$ cat config.mk
export PLATFORM = sky130hd
export DESIGN_NAME = mc_control
export DESIGN_NICKNAME = d
export VERILOG_FILES = /design/src/rtl/mc_control.sv
export SDC_FILE = /design/constraint.sdc
export NUM_CORES = 1
export LEC_CHECK = 0
export ABC_CLOCK_PERIOD_IN_PS = 4140
export CAP_MARGIN = 0
export CELL_PAD_IN_SITES_DETAIL_PLACEMENT = 0
export CELL_PAD_IN_SITES_GLOBAL_PLACEMENT = 2
export CORE_MARGIN = 5
export CORE_UTILIZATION = 28
export DETAILED_ROUTE_END_ITERATION = 10
export PLACE_DENSITY = 0.91
export REMOVE_ABC_BUFFERS = 1
export SLEW_MARGIN = 0
export SYNTH_ARGS = -nofsm -noshare
export SYNTH_HDL_FRONTEND = slang
export SYNTH_SLANG_ARGS = --single-unit
export TNS_END_PERCENT = 100
$ cat constraint.sdc
create_clock -name clk -period 4.14 [get_ports clk]
set_input_delay 1.035 -clock clk [delete_from_list [all_inputs] [get_ports clk]]
set_output_delay 1.035 -clock clk [all_outputs]
set_load 0.01 [all_outputs]
$ cat src/rtl/mc_control.sv
// Multicycle LEGv8 main controller: decodes the IR opcode and sequences each
// instruction through fetch, decode, execute, memory and write-back states.
module mc_control (
    input  logic        clk,
    input  logic        reset,
    input  logic [10:0] op,
    input  logic        zero,
    input  logic        mem_ready,
    output logic        pc_write,
    output logic        pc_src,
    output logic        ir_write,
    output logic        i_or_d,
    output logic        mem_read,
    output logic        mem_write,
    output logic        reg2loc,
    output logic        reg_write,
    output logic        mem_to_reg,
    output logic [1:0]  alu_src_a,
    output logic [1:0]  alu_src_b,
    output logic [3:0]  ALUControl,
    output logic        illegal
);

    localparam logic [3:0] ALU_AND    = 4'b0000;
    localparam logic [3:0] ALU_OR     = 4'b0001;
    localparam logic [3:0] ALU_ADD    = 4'b0010;
    localparam logic [3:0] ALU_SUB    = 4'b0110;
    localparam logic [3:0] ALU_PASS_B = 4'b0111;

    localparam logic [10:0] OP_ADD  = 11'b10001011000;
    localparam logic [10:0] OP_SUB  = 11'b11001011000;
    localparam logic [10:0] OP_AND  = 11'b10001010000;
    localparam logic [10:0] OP_ORR  = 11'b10101010000;
    localparam logic [10:0] OP_LDUR = 11'b11111000010;
    localparam logic [10:0] OP_STUR = 11'b11111000000;
    localparam logic [7:0]  OP_CBZ  = 8'b10110100;
    localparam logic [5:0]  OP_B    = 6'b000101;

    typedef enum logic [3:0] {
        S_FETCH,
        S_DECODE,
        S_EXEC_R,
        S_R_WB,
        S_MEM_ADDR,
        S_MEM_RD,
        S_LD_WB,
        S_MEM_WR,
        S_CBZ,
        S_BR
    } state_t;

    // Registered copy of the per-state (Moore) outputs, plus state-class flags
    // used to build the few outputs gated by live inputs.
    typedef struct packed {
        logic       fetch;
        logic       decode;
        logic       exec_r;
        logic       cbz;
        logic       br;
        logic       pc_src;
        logic       i_or_d;
        logic       mem_read;
        logic       mem_write;
        logic       reg2loc;
        logic       reg_write;
        logic       mem_to_reg;
        logic [1:0] alu_src_a;
        logic [1:0] alu_src_b;
        logic [3:0] alu_ctl;
    } moore_t;

    state_t state;
    state_t next_state;
    moore_t mo;

    logic is_add, is_sub, is_and, is_orr;
    logic is_ldur, is_stur, is_cbz, is_b;
    logic is_rtype, is_mem, legal;
    logic [3:0] rtype_ctl;

    function automatic moore_t moore_of(input state_t s);
        moore_t m;
        m = '0;
        m.alu_ctl = ALU_ADD;
        case (s)
            S_FETCH: begin
                m.fetch     = 1'b1;
                m.mem_read  = 1'b1;
                m.alu_src_b = 2'b01;
            end
            S_DECODE: begin
                m.decode    = 1'b1;
                m.alu_src_a = 2'b10;
                m.alu_src_b = 2'b11;
            end
            S_EXEC_R: begin
                m.exec_r    = 1'b1;
                m.alu_src_a = 2'b01;
            end
            S_R_WB: m.reg_write = 1'b1;
            S_MEM_ADDR: begin
                m.alu_src_a = 2'b01;
                m.alu_src_b = 2'b10;
                m.reg2loc   = 1'b1;
            end
            S_MEM_RD: begin
                m.mem_read = 1'b1;
                m.i_or_d   = 1'b1;
            end
            S_LD_WB: begin
                m.reg_write  = 1'b1;
                m.mem_to_reg = 1'b1;
            end
            S_MEM_WR: begin
                m.mem_write = 1'b1;
                m.i_or_d    = 1'b1;
                m.reg2loc   = 1'b1;
            end
            S_CBZ: begin
                m.cbz     = 1'b1;
                m.reg2loc = 1'b1;
                m.pc_src  = 1'b1;
                m.alu_ctl = ALU_PASS_B;
            end
            S_BR: begin
                m.br     = 1'b1;
                m.pc_src = 1'b1;
            end
            default: m.fetch = 1'b0;
        endcase
        return m;
    endfunction

    always_comb begin
        is_add   = (op == OP_ADD);
        is_sub   = (op == OP_SUB);
        is_and   = (op == OP_AND);
        is_orr   = (op == OP_ORR);
        is_ldur  = (op == OP_LDUR);
        is_stur  = (op == OP_STUR);
        is_cbz   = (op[10:3] == OP_CBZ);
        is_b     = (op[10:5] == OP_B);
        is_rtype = is_add | is_sub | is_and | is_orr;
        is_mem   = is_ldur | is_stur;
        legal    = is_rtype | is_mem | is_cbz | is_b;
    end

    always_comb begin
        rtype_ctl = ALU_ADD;
        if (is_sub)
            rtype_ctl = ALU_SUB;
        else if (is_and)
            rtype_ctl = ALU_AND;
        else if (is_orr)
            rtype_ctl = ALU_OR;
    end

    always_comb begin
        next_state = S_FETCH;
        case (state)
            S_FETCH:    next_state = mem_ready ? S_DECODE : S_FETCH;
            S_DECODE: begin
                if (is_rtype)
                    next_state = S_EXEC_R;
                else if (is_mem)
                    next_state = S_MEM_ADDR;
                else if (is_cbz)
                    next_state = S_CBZ;
                else if (is_b)
                    next_state = S_BR;
                else
                    next_state = S_FETCH;
            end
            S_EXEC_R:   next_state = S_R_WB;
            S_R_WB:     next_state = S_FETCH;
            S_MEM_ADDR: begin
                if (is_ldur)
                    next_state = S_MEM_RD;
                else if (is_stur)
                    next_state = S_MEM_WR;
                else
                    next_state = S_FETCH;
            end
            S_MEM_RD:   next_state = mem_ready ? S_LD_WB : S_MEM_RD;
            S_LD_WB:    next_state = S_FETCH;
            S_MEM_WR:   next_state = mem_ready ? S_FETCH : S_MEM_WR;
            S_CBZ:      next_state = S_FETCH;
            S_BR:       next_state = S_FETCH;
            default:    next_state = S_FETCH;
        endcase
    end

    always_ff @(posedge clk) begin
        if (reset) begin
            state <= S_FETCH;
            mo    <= moore_of(S_FETCH);
        end else begin
            state <= next_state;
            mo    <= moore_of(next_state);
        end
    end

    // Strobes are masked by reset combinationally so an in-flight write is
    // suppressed in the very cycle reset rises, not one cycle later.
    always_comb begin
        pc_write   = ~reset & ((mo.fetch & mem_ready) | (mo.cbz & zero) | mo.br);
        pc_src     = mo.pc_src;
        ir_write   = ~reset & mo.fetch & mem_ready;
        i_or_d     = mo.i_or_d;
        mem_read   = mo.mem_read;
        mem_write  = ~reset & mo.mem_write;
        reg2loc    = mo.reg2loc | (mo.decode & (is_stur | is_cbz));
        reg_write  = ~reset & mo.reg_write;
        mem_to_reg = mo.mem_to_reg;
        alu_src_a  = mo.alu_src_a;
        alu_src_b  = mo.alu_src_b;
        ALUControl = mo.exec_r ? rtype_ctl : mo.alu_ctl;
        illegal    = ~reset & mo.decode & ~legal;
    end

endmodule
==> results of run 1 <==
## cell type report
class / count / area, um^2 / area share (%)
Sequential cell: 19 / 380 / 25.7
Tap cell: 48 / 60.1 / 4.06
Clock inverter: 1 / 5.00 / 0.338
Inverter: 6 / 22.5 / 1.52
Clock buffer: 3 / 41.3 / 2.79
Timing Repair Buffer: 41 / 383 / 25.9
Multi-Input combinational cell: 81 / 587 / 39.7
## critical path: stages
cell and delay, ns:
clkdlybuf4s50_1 0.43, or4b_4 0.55, nor2_1 0.11, nand2_1 0.07
or3_1 0.33, clkdlybuf4s50_1 0.49
## power by group
group	internal, mW	total, mW	switching [mW]
Sequential	0.186	0.187	0.00166
Clock	0.0668	0.127	0.0599
Combinational	0.0301	0.0554	0.0253
Total	0.283	0.369	0.0868
## worst max-delay path by stage
stage / end / slack (ns) / cells past startpoint
after floorplan: ALUControl[0] / 0.74 / 5
after global placement: ALUControl[0] / -0.08 / 7
after detailed placement: ALUControl[0] / -0.18 / 7
after CTS: ALUControl[1] / 0.08 / 6
after global routing: ALUControl[1] / 0.01 / 6
final: ALUControl[1] / 0.09 / 6
## cell families after synthesis
family | after synthesis | share of synthesized area (%)
flops | 19 | 36.5
xor+xnor | 2 | 1.68
compound gates | 22 | 20.3
buf+inv | 14 | 7.91
mux | 1 | 1.08
simple gates | 55 | 32.3
other cells | 1 | 0.359
## stage by stage
stage	setup WS (ns)	TNS, ns
after global placement	-0.0831	-0.119
after floorplan	0.737	0
after global routing	0.0101	0
after detailed placement	-0.175	-0.266
after CTS	0.0758	0
final	0.0937	0
## layer usage
layer	vias up	part of all wire, %
li1	481	-
met1	421	46
met2	31	45
met3	2	7.8
met4	0	0.39
met5	-	0
## what timing repair did
item	in CTS	in global routing
setup endpoints to repair	2	1
cloned	0	0
gates resized for setup	2	1
## cells in the final DEF (no fill, tap or decap), types with 2 or more instances in the layout
master / count
a2111oi_4: 2
a21oi_1: 4
and3_1: 2
buf_4: 10
clkbuf_8: 3
clkdlybuf4s50_1: 29
dfxtp_1: 19
dlygate4sd2_1: 2
inv_1: 6
nand2_1: 12
nand3_1: 2
nand3b_1: 2
nand4bb_1: 2
nor2_1: 11
nor2b_1: 4
nor4_1: 2
nor4b_1: 2
o211ai_1: 4
o21ai_0: 3
or2_2: 2
xnor2_1: 2
==> parameters.txt, run 1 <==
Parameter                              Value

Power
  Post-layout total power    around 0.37 mW
  Static Leak    approximately 0.55 nW
  Power density relative to cell area    around 250 mW/mm^2
  Peak supply drop    between 0.1 and 0.15 mV

Floorplanning
  Num rows    22
  Number of ports placed on the die boundary    33
  Die extent in y    approximately 70 um
  Overall die width    71.0 um
  Area of the placeable core    between 0.003 and 0.004 mm^2
  Overall die area    approximately 0.0050 mm^2
  Starting density of the core    28.7%

Logic synthesis
  Number of enable flip-flop cells after synthesis    0
  Sequential-to-total area share from yosys stat    a little over a third
  Netlist area before placement    0.00104 mm^2
  Flip-flop and latch count after synthesis    19
  Synth cell count leaders    dfxtp_1 (19), nand2_1 (12), nor2_1 (11), buf_4 (6), inv_1 (6)
  Post-synthesis instance total    about 110
  Netlist cell types    44
  Top cells by area, synth    dfxtp_1 (36%), a2111oi_4 (5.3%), buf_4 (4.3%)
  Async set-reset flop share out of synthesis    0%
  Cell taking the most area after synthesis    dfxtp_1
  Top flip-flop cell by instance count after synthesis    dfxtp_1
  Yosys synthesis warning count    0
  Avg Synthesized Cell Area    between 9 and 10 um^2
  Fraction of synthesized cell area taken by the top area cell type    36.5%
  Top-count cell post-synth    dfxtp_1

Clock network
  Hold buffer count at cts    0
  Clock transition at the registers of the reported paths    around 0.070 ns
  H-Tree Level Count    1
  TritonCTS clock tree    done
  Insertion delay to the later sink of the worst-skew pair    0.25 ns
  Clock buffer count from CTS    3
  Root buf cell    clkbuf_8
  Buffers inserted during post-CTS setup optimization    0
  Clock sink count    19
  Maximum clock path buffer count    2

Global route
  Largest net degree at the start of global routing    12
  First-pass GRT wire length    around 4400 um
  GR Util met3    under 10%
  Global route total overflow    0
  Vias in the first global route    ~950
  Met2 GRT Util    between 15 and 20%
  Total track usage    between 10% and 20%
  Number of antenna violations at the first check in global routing    0
  Most congested layer reported by global routing    met2
  GRT met1 Usage    between 10 and 15%

Routing
  Avg WL per Cell    approximately 13 um
  Post-route antenna net violation count    0
  Number of vias in the routed layout    roughly 940
  DRC violation count after routing    0
  DRC violation total after the first TritonRoute iteration    18
  Total wirelength of the detailed-routed design    2560 um
  Average vias per placed instance    ~4.7
  Detailed Routing Iterations Pass 1    4

Hold path
  Hold-critical path depth    3
  Type of the most critical hold path    reg -> reg
  Hold Crit Start    state[2]$_SDFF_PP0_
  Worst-case hold path end point    state[3]$_SDFF_PP0_

Critical path
  Arrival @ worst endpoint    between 3 and 4 ns
  R2r startpoint    state[1]$_SDFF_PP0_
  Endpoint of the worst-slack reg-to-reg timing path    alu_src_a[0]$_SDFF_PP0_
  Category of the worst setup path launch point    primary input
  Top fanout value on the critical path    2
  WP data required    about 3.1 ns
  Critical path class    in -> out
  Critical path origin    op[0]
  Worst-case reg-to-reg path depth    5
  Register-to-Register Setup Slack    between 2 and 2.5 ns
  Crit. End Element    output port

Cells and area
  Final net count    around 170
  Final core occ    approximately two fifths
  Final design area excluding fillers    between 0.001 and 0.0015 mm^2
  Final-layout fill cell count    390
  Antenna diodes    0
  Layout cells sized above 1    roughly 18%
  Top Registers    mo: 7 flops, state: 4 flops
  Number of flip-flops under the largest register name    7
  Area growth syn-to-layout    41.7%
  Number of non-filler instances in the completed layout    199
  Largest reg by FF count    mo

STA
  RSZ-0062 raised after global routing    false
  Transition time at the pin with the least slew margin    around 0.53 ns
  Rel. slew slack    between 60% and 70%
  Shortest clock period the worst path allows after layout    around 4 ns
  Worst clock skew    between 0.007 and 0.008 ns
  Final worst path period share    97.7%
  Fin. Hold Viols    0
  WHS    between 0.7 and 0.8 ns
  Final Setup Violations    0
  Slew Viols, Final    0
  Top achievable clock speed    247 MHz

Placed design
  Gp weighted congestion    roughly 0.86
  Number of port buffers    31
  Instance count after placement with tap cells included    195
  Post-detailed-placement cell area    ~0.0014 mm^2
  Placed wire-length estimate    approximately 2100 um

Job
  Number of max-cap violations    0

Status
  Run status    finished clean
Note: power is estimated with default switching activity, not from simulation.
==> inputs of run 2 (changes only) <==
--- a/config.mk
+++ b/config.mk
@@ -5,14 +5,14 @@
 export SDC_FILE = /design/constraint.sdc
 export NUM_CORES = 1
 export LEC_CHECK = 0
-export ABC_CLOCK_PERIOD_IN_PS = 4140
+export ABC_CLOCK_PERIOD_IN_PS = 4500
 export CAP_MARGIN = 0
 export CELL_PAD_IN_SITES_DETAIL_PLACEMENT = 0
 export CELL_PAD_IN_SITES_GLOBAL_PLACEMENT = 2
 export CORE_MARGIN = 5
-export CORE_UTILIZATION = 28
+export CORE_UTILIZATION = 26
 export DETAILED_ROUTE_END_ITERATION = 10
-export PLACE_DENSITY = 0.91
+export PLACE_DENSITY = 0.86
 export REMOVE_ABC_BUFFERS = 1
 export SLEW_MARGIN = 0
 export SYNTH_ARGS = -nofsm -noshare
==> constraint.sdc (replaced) <==
create_clock -name clk -period 4.5 [get_ports clk]
set_input_delay 1.125 -clock clk [delete_from_list [all_inputs] [get_ports clk]]
set_output_delay 1.125 -clock clk [all_outputs]
set_load 0.01 [all_outputs]
==> parameters.txt, run 2 (same netlist as run 1, synthesis figures left out) <==
Parameter                              Value

Status
  Run status    finished clean

Cells and area
  Top Registers    mo: 7 flops, state: 4 flops
  Largest reg by FF count    mo
  Final core occ    a little under two fifths
  Storage element area    roughly 380 um^2
  Area growth syn-to-layout    39.6%
  Number of flip-flops under the largest register name    7
  Antenna diodes    0
  Most used cells in the layout excluding fill and tap cells    clkdlybuf4s50_1 (30), dfxtp_1 (19), nand2_1 (12)
  Final net count    about 160
  Final-layout fill cell count    392
  Number of non-filler instances in the completed layout    about 200
  Multi-input combinational cell area    581 um^2
  Most frequent standard cell in the layout excluding fill and tap cells    clkdlybuf4s50_1
  Layout cells sized above 1    between 10% and 20%

Floorplanning
  Number of ports placed on the die boundary    33
  Area of the placeable core    roughly 0.004 mm^2
  Die extent in y    between 70 and 80 um
  Num rows    23
  Overall die area    0.00538 mm^2
  Starting density of the core    a little over a quarter
  Overall die width    approximately 73 um

Routing
  Total wirelength of the detailed-routed design    about 2700 um
  Avg WL per Cell    ~14 um
  Average vias per placed instance    between 4 and 5
  Detailed Routing Iterations Pass 1    2
  Number of vias in the routed layout    between 900 and 1000
  DRC violation total after the first TritonRoute iteration    25
  DRC violation count after routing    0
  Post-route antenna net violation count    0

Critical path
  Arrival @ worst endpoint    between 3 and 4 ns
  Critical path class    in -> out
  Top fanout value on the critical path    2
  Category of the worst setup path launch point    primary input
  WP data required    3.38 ns
  Crit. End Element    output port

Placed design
  Gp weighted congestion    between 0.8 and 0.9
  Placed wire-length estimate    a little over 2000 um
  Instance count after placement with tap cells included    about 190
  Number of port buffers    31

Power
  Sw Pwr    approximately 0.075 mW
  Combinational power share    between 10% and 20%
  Post-layout total power    0.335 mW
  Power density relative to cell area    between 200 and 250 mW/mm^2
  Clock network fraction of design power    33.7%
  Cell-internal power    ~0.26 mW
  Peak supply drop    around 0.2 mV
  Static Leak    0.545 nW
  Switching part of the total    between 20% and 30%
  Flop pwr share    approximately 51%

STA
  Top achievable clock speed    approximately 230 MHz
  WHS    slightly below 0.8 ns
  RSZ-0062 raised after global routing    false
  Aggregate negative setup slack    0 ns
  Fin. Hold Viols    0
  Rel. slew slack    a little under a quarter
  Worst clock skew    around 0.0018 ns
  Transition time at the pin with the least slew margin    about 1.1 ns
  Final Setup Violations    0
  Slew Viols, Final    0
  Shortest clock period the worst path allows after layout    around 4.3 ns
  Final worst path period share    a little over nine tenths

Global route
  Total track usage    a little over a tenth
  Global route total overflow    0
  Vias in the first global route    999
  Number of antenna violations at the first check in global routing    0
  Largest net degree at the start of global routing    12
  First-pass GRT wire length    approximately 4500 um

Clock network
  Buffers inserted during post-CTS setup optimization    0
  Maximum clock path buffer count    2
  Root buf cell    clkbuf_8
  Clock transition at the registers of the reported paths    about 0.070 ns
  Clock sink count    19
  Insertion delay to the later sink of the worst-skew pair    0.25 ns
  Clock buffer count from CTS    3
  TritonCTS clock tree    done
  H-Tree Level Count    1

Hold path
  Type of the most critical hold path    reg -> reg

Job
  Number of max-cap violations    0
==> run 2: cell count changes in the layout (fill, tap and decap cells not counted) <==
cell / before / now
buf_4: 10 / 7
clkbuf_1: 0 / 1
clkdlybuf4s50_1: 29 / 30
clkinv_2: 1 / 0
dlygate4sd2_1: 2 / 0
dlymetal6s2s_1: 0 / 1
nor4_1: 2 / 3
nor4_2: 1 / 0
==> run 2: worst max-delay path, stage by stage <==
cell	delay (ns)
clkdlybuf4s50_1	0.43
or4b_4	0.56
nor2_1	0.11
nand2_1	0.07
o32ai_1	0.28
clkdlybuf4s50_1	0.59
==> run 2: power groups by stage <==
| stage | clock network, mW | logic [mW] | registers, mW |
|---|---|---|---|
| 3_3_place_gp | 0 | 0.0488 | 0.176 |
| 6_report | 0.113 | 0.0497 | 0.172 |
| 4_1_cts | 0.117 | 0.0500 | 0.172 |
| 5_1_grt | 0.123 | 0.0539 | 0.173 |
| 2_1_floorplan | 0 | 0.0194 | 0.177 |
| 3_5_place_dp | 0 | 0.0493 | 0.176 |
==> run 2: metrics by stage <==
step | instance area (um^2) | setup slack, ns
6_report | 1460 | 0.201
5_1_grt | 1460 | 0.102
4_1_cts | 1450 | 0.0298
3_5_place_dp | 1410 | 0.0521
3_3_place_gp | 1410 | 0.0420
2_1_floorplan | 983 | 0.917
==> run 2: area by class of cell <==
class | instances | share of cell area [%]
clock buffer | 4 | 3.09
sequential | 19 | 26.1
inverter | 6 | 1.55
tap | 50 | 4.30
multi-input combinational | 81 | 39.9
timing repair buffer | 38 | 25.1
==> run 2: worst paths after layout <==
| kind | slack (ns) | end | start | cells after the start |
|---|---|---|---|---|
| worst max-delay path | 0.20 | ALUControl[2] | op[0] | 6 |
| worst min-delay path | 0.78 | state[3]$_SDFF_PP0_ | state[2]$_SDFF_PP0_ | 3 |
| worst max register to register | 2.24 | alu_src_b[1]$_SDFF_PP0_ | state[1]$_SDFF_PP0_ | 5 |
| worst min register to register | 0.78 | state[3]$_SDFF_PP0_ | state[2]$_SDFF_PP0_ | 3 |
==> run 2: timing repair <==
action	in CTS	in global routing
resized for setup	0	1
hold buffers	0	0
endpoints found under the setup margin	0	1
==> run 2: layer usage <==
| metal | up-vias | wire length, um | GRT usage [%] |
|---|---|---|---|
| met5 | - | 0 | 0 |
| met4 | 0 | 0 | 2.41 |
| met3 | 0 | 162 | 2.33 |
| met2 | 25 | 1170 | 16.3 |
| met1 | 430 | 1340 | 14.5 |
| li1 | 476 | - | - |
==> inputs of run 3 (changes only) <==
--- a/config.mk
+++ b/config.mk
@@ -5,14 +5,14 @@
 export SDC_FILE = /design/constraint.sdc
 export NUM_CORES = 1
 export LEC_CHECK = 0
-export ABC_CLOCK_PERIOD_IN_PS = 4500
+export ABC_CLOCK_PERIOD_IN_PS = 3950
 export CAP_MARGIN = 0
 export CELL_PAD_IN_SITES_DETAIL_PLACEMENT = 0
 export CELL_PAD_IN_SITES_GLOBAL_PLACEMENT = 2
 export CORE_MARGIN = 5
-export CORE_UTILIZATION = 26
+export CORE_UTILIZATION = 24
 export DETAILED_ROUTE_END_ITERATION = 10
-export PLACE_DENSITY = 0.86
+export PLACE_DENSITY = 0.84
 export REMOVE_ABC_BUFFERS = 1
 export SLEW_MARGIN = 0
 export SYNTH_ARGS = -nofsm -noshare
==> constraint.sdc (replaced) <==
create_clock -name clk -period 3.95 [get_ports clk]
set_input_delay 0.9875 -clock clk [delete_from_list [all_inputs] [get_ports clk]]
set_output_delay 0.9875 -clock clk [all_outputs]
set_load 0.01 [all_outputs]
==> parameters.txt, run 3 (same netlist as run 1, synthesis figures left out) <==
Parameter                              Value

Status
  Run status    finished clean

STA
  Transition time at the pin with the least slew margin    0.582 ns
  Final worst path period share    98.5%
  Worst clock skew    0.00266 ns
  RSZ-0062 raised after global routing    true
  Shortest clock period the worst path allows after layout    ~3.9 ns
  Final Setup Violations    0
  Top achievable clock speed    approximately 260 MHz
  Slew Viols, Final    0
  Fin. Hold Viols    0
  Rel. slew slack    between 60% and 70%
  Minimum setup slack in the final design    between 0.06 and 0.07 ns

Hold path
  Hold-critical path depth    3
  Type of the most critical hold path    reg -> reg

Cells and area
  Final net count    around 170
  Top Registers    mo: 7 flops, state: 4 flops
  Final core occ    34.8%
  Antenna diodes    0
  Most used cells in the layout excluding fill and tap cells    clkdlybuf4s50_1 (28), dfxtp_1 (19), nand2_1 (12)
  Final-layout fill cell count    roughly 450
  Layout cells sized above 1    between 10% and 20%
  Number of flip-flops under the largest register name    7
  Final design area excluding fillers    roughly 0.0015 mm^2
  Number of non-filler instances in the completed layout    a little over 200
  Storage element area    380 um^2
  Largest reg by FF count    mo
  Most frequent standard cell in the layout excluding fill and tap cells    clkdlybuf4s50_1
  Multi-input combinational cell area    593 um^2
  Area growth syn-to-layout    43.0%

Placed design
  Post-detailed-placement cell area    0.00144 mm^2
  Worst slack at placement    -0.250 ns
  Number of port buffers    31
  Placed wire-length estimate    between 2000 and 2500 um
  Gp weighted congestion    0.787
  Instance count after placement with tap cells included    200

Floorplanning
  Die extent in y    between 70 and 80 um
  Overall die width    between 70 and 80 um
  Overall die area    between 0.005 and 0.006 mm^2
  Num rows    24
  Area of the placeable core    between 0.004 and 0.005 mm^2
  Number of ports placed on the die boundary    33
  Starting density of the core    24.3%

Global route
  First-pass GRT wire length    4570 um
  Total track usage    approximately a tenth
  Largest net degree at the start of global routing    12
  Global route total overflow    0
  Vias in the first global route    between 900 and 1000
  Number of antenna violations at the first check in global routing    0

Clock network
  Hold buffer count at cts    0
  Root buf cell    clkbuf_8
  Insertion delay to the later sink of the worst-skew pair    around 0.25 ns
  Clock buffer count from CTS    3
  Clock transition at the registers of the reported paths    approximately 0.07 ns
  TritonCTS clock tree    done
  Clock sink count    19
  Maximum clock path buffer count    2
  H-Tree Level Count    1

Routing
  DRC violation total after the first TritonRoute iteration    36
  Post-route antenna net violation count    0
  Total wirelength of the detailed-routed design    approximately 2700 um
  Detailed Routing Iterations Pass 1    4
  Avg WL per Cell    between 10 and 15 um
  DRC violation count after routing    0
  Average vias per placed instance    roughly 4.8
  Number of vias in the routed layout    a little under 1000

Power
  Peak supply drop    approximately 0.10 mV
  Static Leak    0.561 nW
  Post-layout total power    a little under 0.4 mW
  Power density relative to cell area    between 200 and 300 mW/mm^2

Critical path
  Crit. End Element    output port
  Critical path class    in -> out
  Worst-case reg-to-reg path depth    6
  Top fanout value on the critical path    3
  Category of the worst setup path launch point    primary input
  Arrival @ worst endpoint    roughly 2.9 ns
  WP data required    ~3.0 ns

Job
  Number of max-cap violations    0
run 3: what timing repair did:
item / 4_1_cts / 5_1_grt
resized for setup: 3 / 4
buffers inserted: 0 / 0
endpoints found under the setup margin: 3 / 2
run 3: per-layer routing:
metal | GRT usage, % | wire (um) | share of wire [%] | vias to the layer above
met5 | 0 | 0 | 0 | -
met4 | 4.27 | 48 | 1.8 | 0
met3 | 3.08 | 168 | 6.2 | 4
met2 | 15.8 | 1280 | 47 | 28
met1 | 11.2 | 1230 | 45 | 456
li1 | - | - | - | 482
run 3: area by class of cell:
type                            instances  share of cell area, %
Multi-Input combinational cell         81                   39.7
Timing Repair Buffer                   42                   25.8
Sequential cell                        19                   25.5
Tap cell                               52                   4.36
Clock buffer                            3                   2.77
Inverter                                6                   1.51
Clock inverter                          1                  0.335
run 3: metrics by stage:
step / hold slack [ns] / setup TNS (ns)
after floorplan: 0.672 / 0
after CTS: 0.757 / 0
final: 0.764 / 0
after global placement: 0.727 / -0.310
after global routing: 0.841 / -0.0203
after detailed placement: 0.739 / -0.427
run 3: where the power goes:
part,leakage [nW],total (mW),switching [mW],internal [mW]
clock,0.0255,0.133,0.0629,0.0701
sequential,0.154,0.197,0.00195,0.195
combinational,0.381,0.0596,0.0274,0.0322
run 3: critical path, cell delays in order:
cell and delay [ns]:
clkdlybuf4s50_1 0.43, or4b_4 0.56, buf_4 0.17, nor3_4 0.20, nor4_2 0.08, clkdlybuf4s50_1 0.48
run 3: path summary, 6_finish.rpt:
path / from / slack, ns / endpoint
max reg2reg: state[1]$_SDFF_PP0_ / 1.96 / mo[10]$_SDFF_PP0_
min reg2reg: state[2]$_SDFF_PP0_ / 0.76 / state[3]$_SDFF_PP0_
min: state[2]$_SDFF_PP0_ / 0.76 / state[3]$_SDFF_PP0_
max: op[0] / 0.06 / illegal
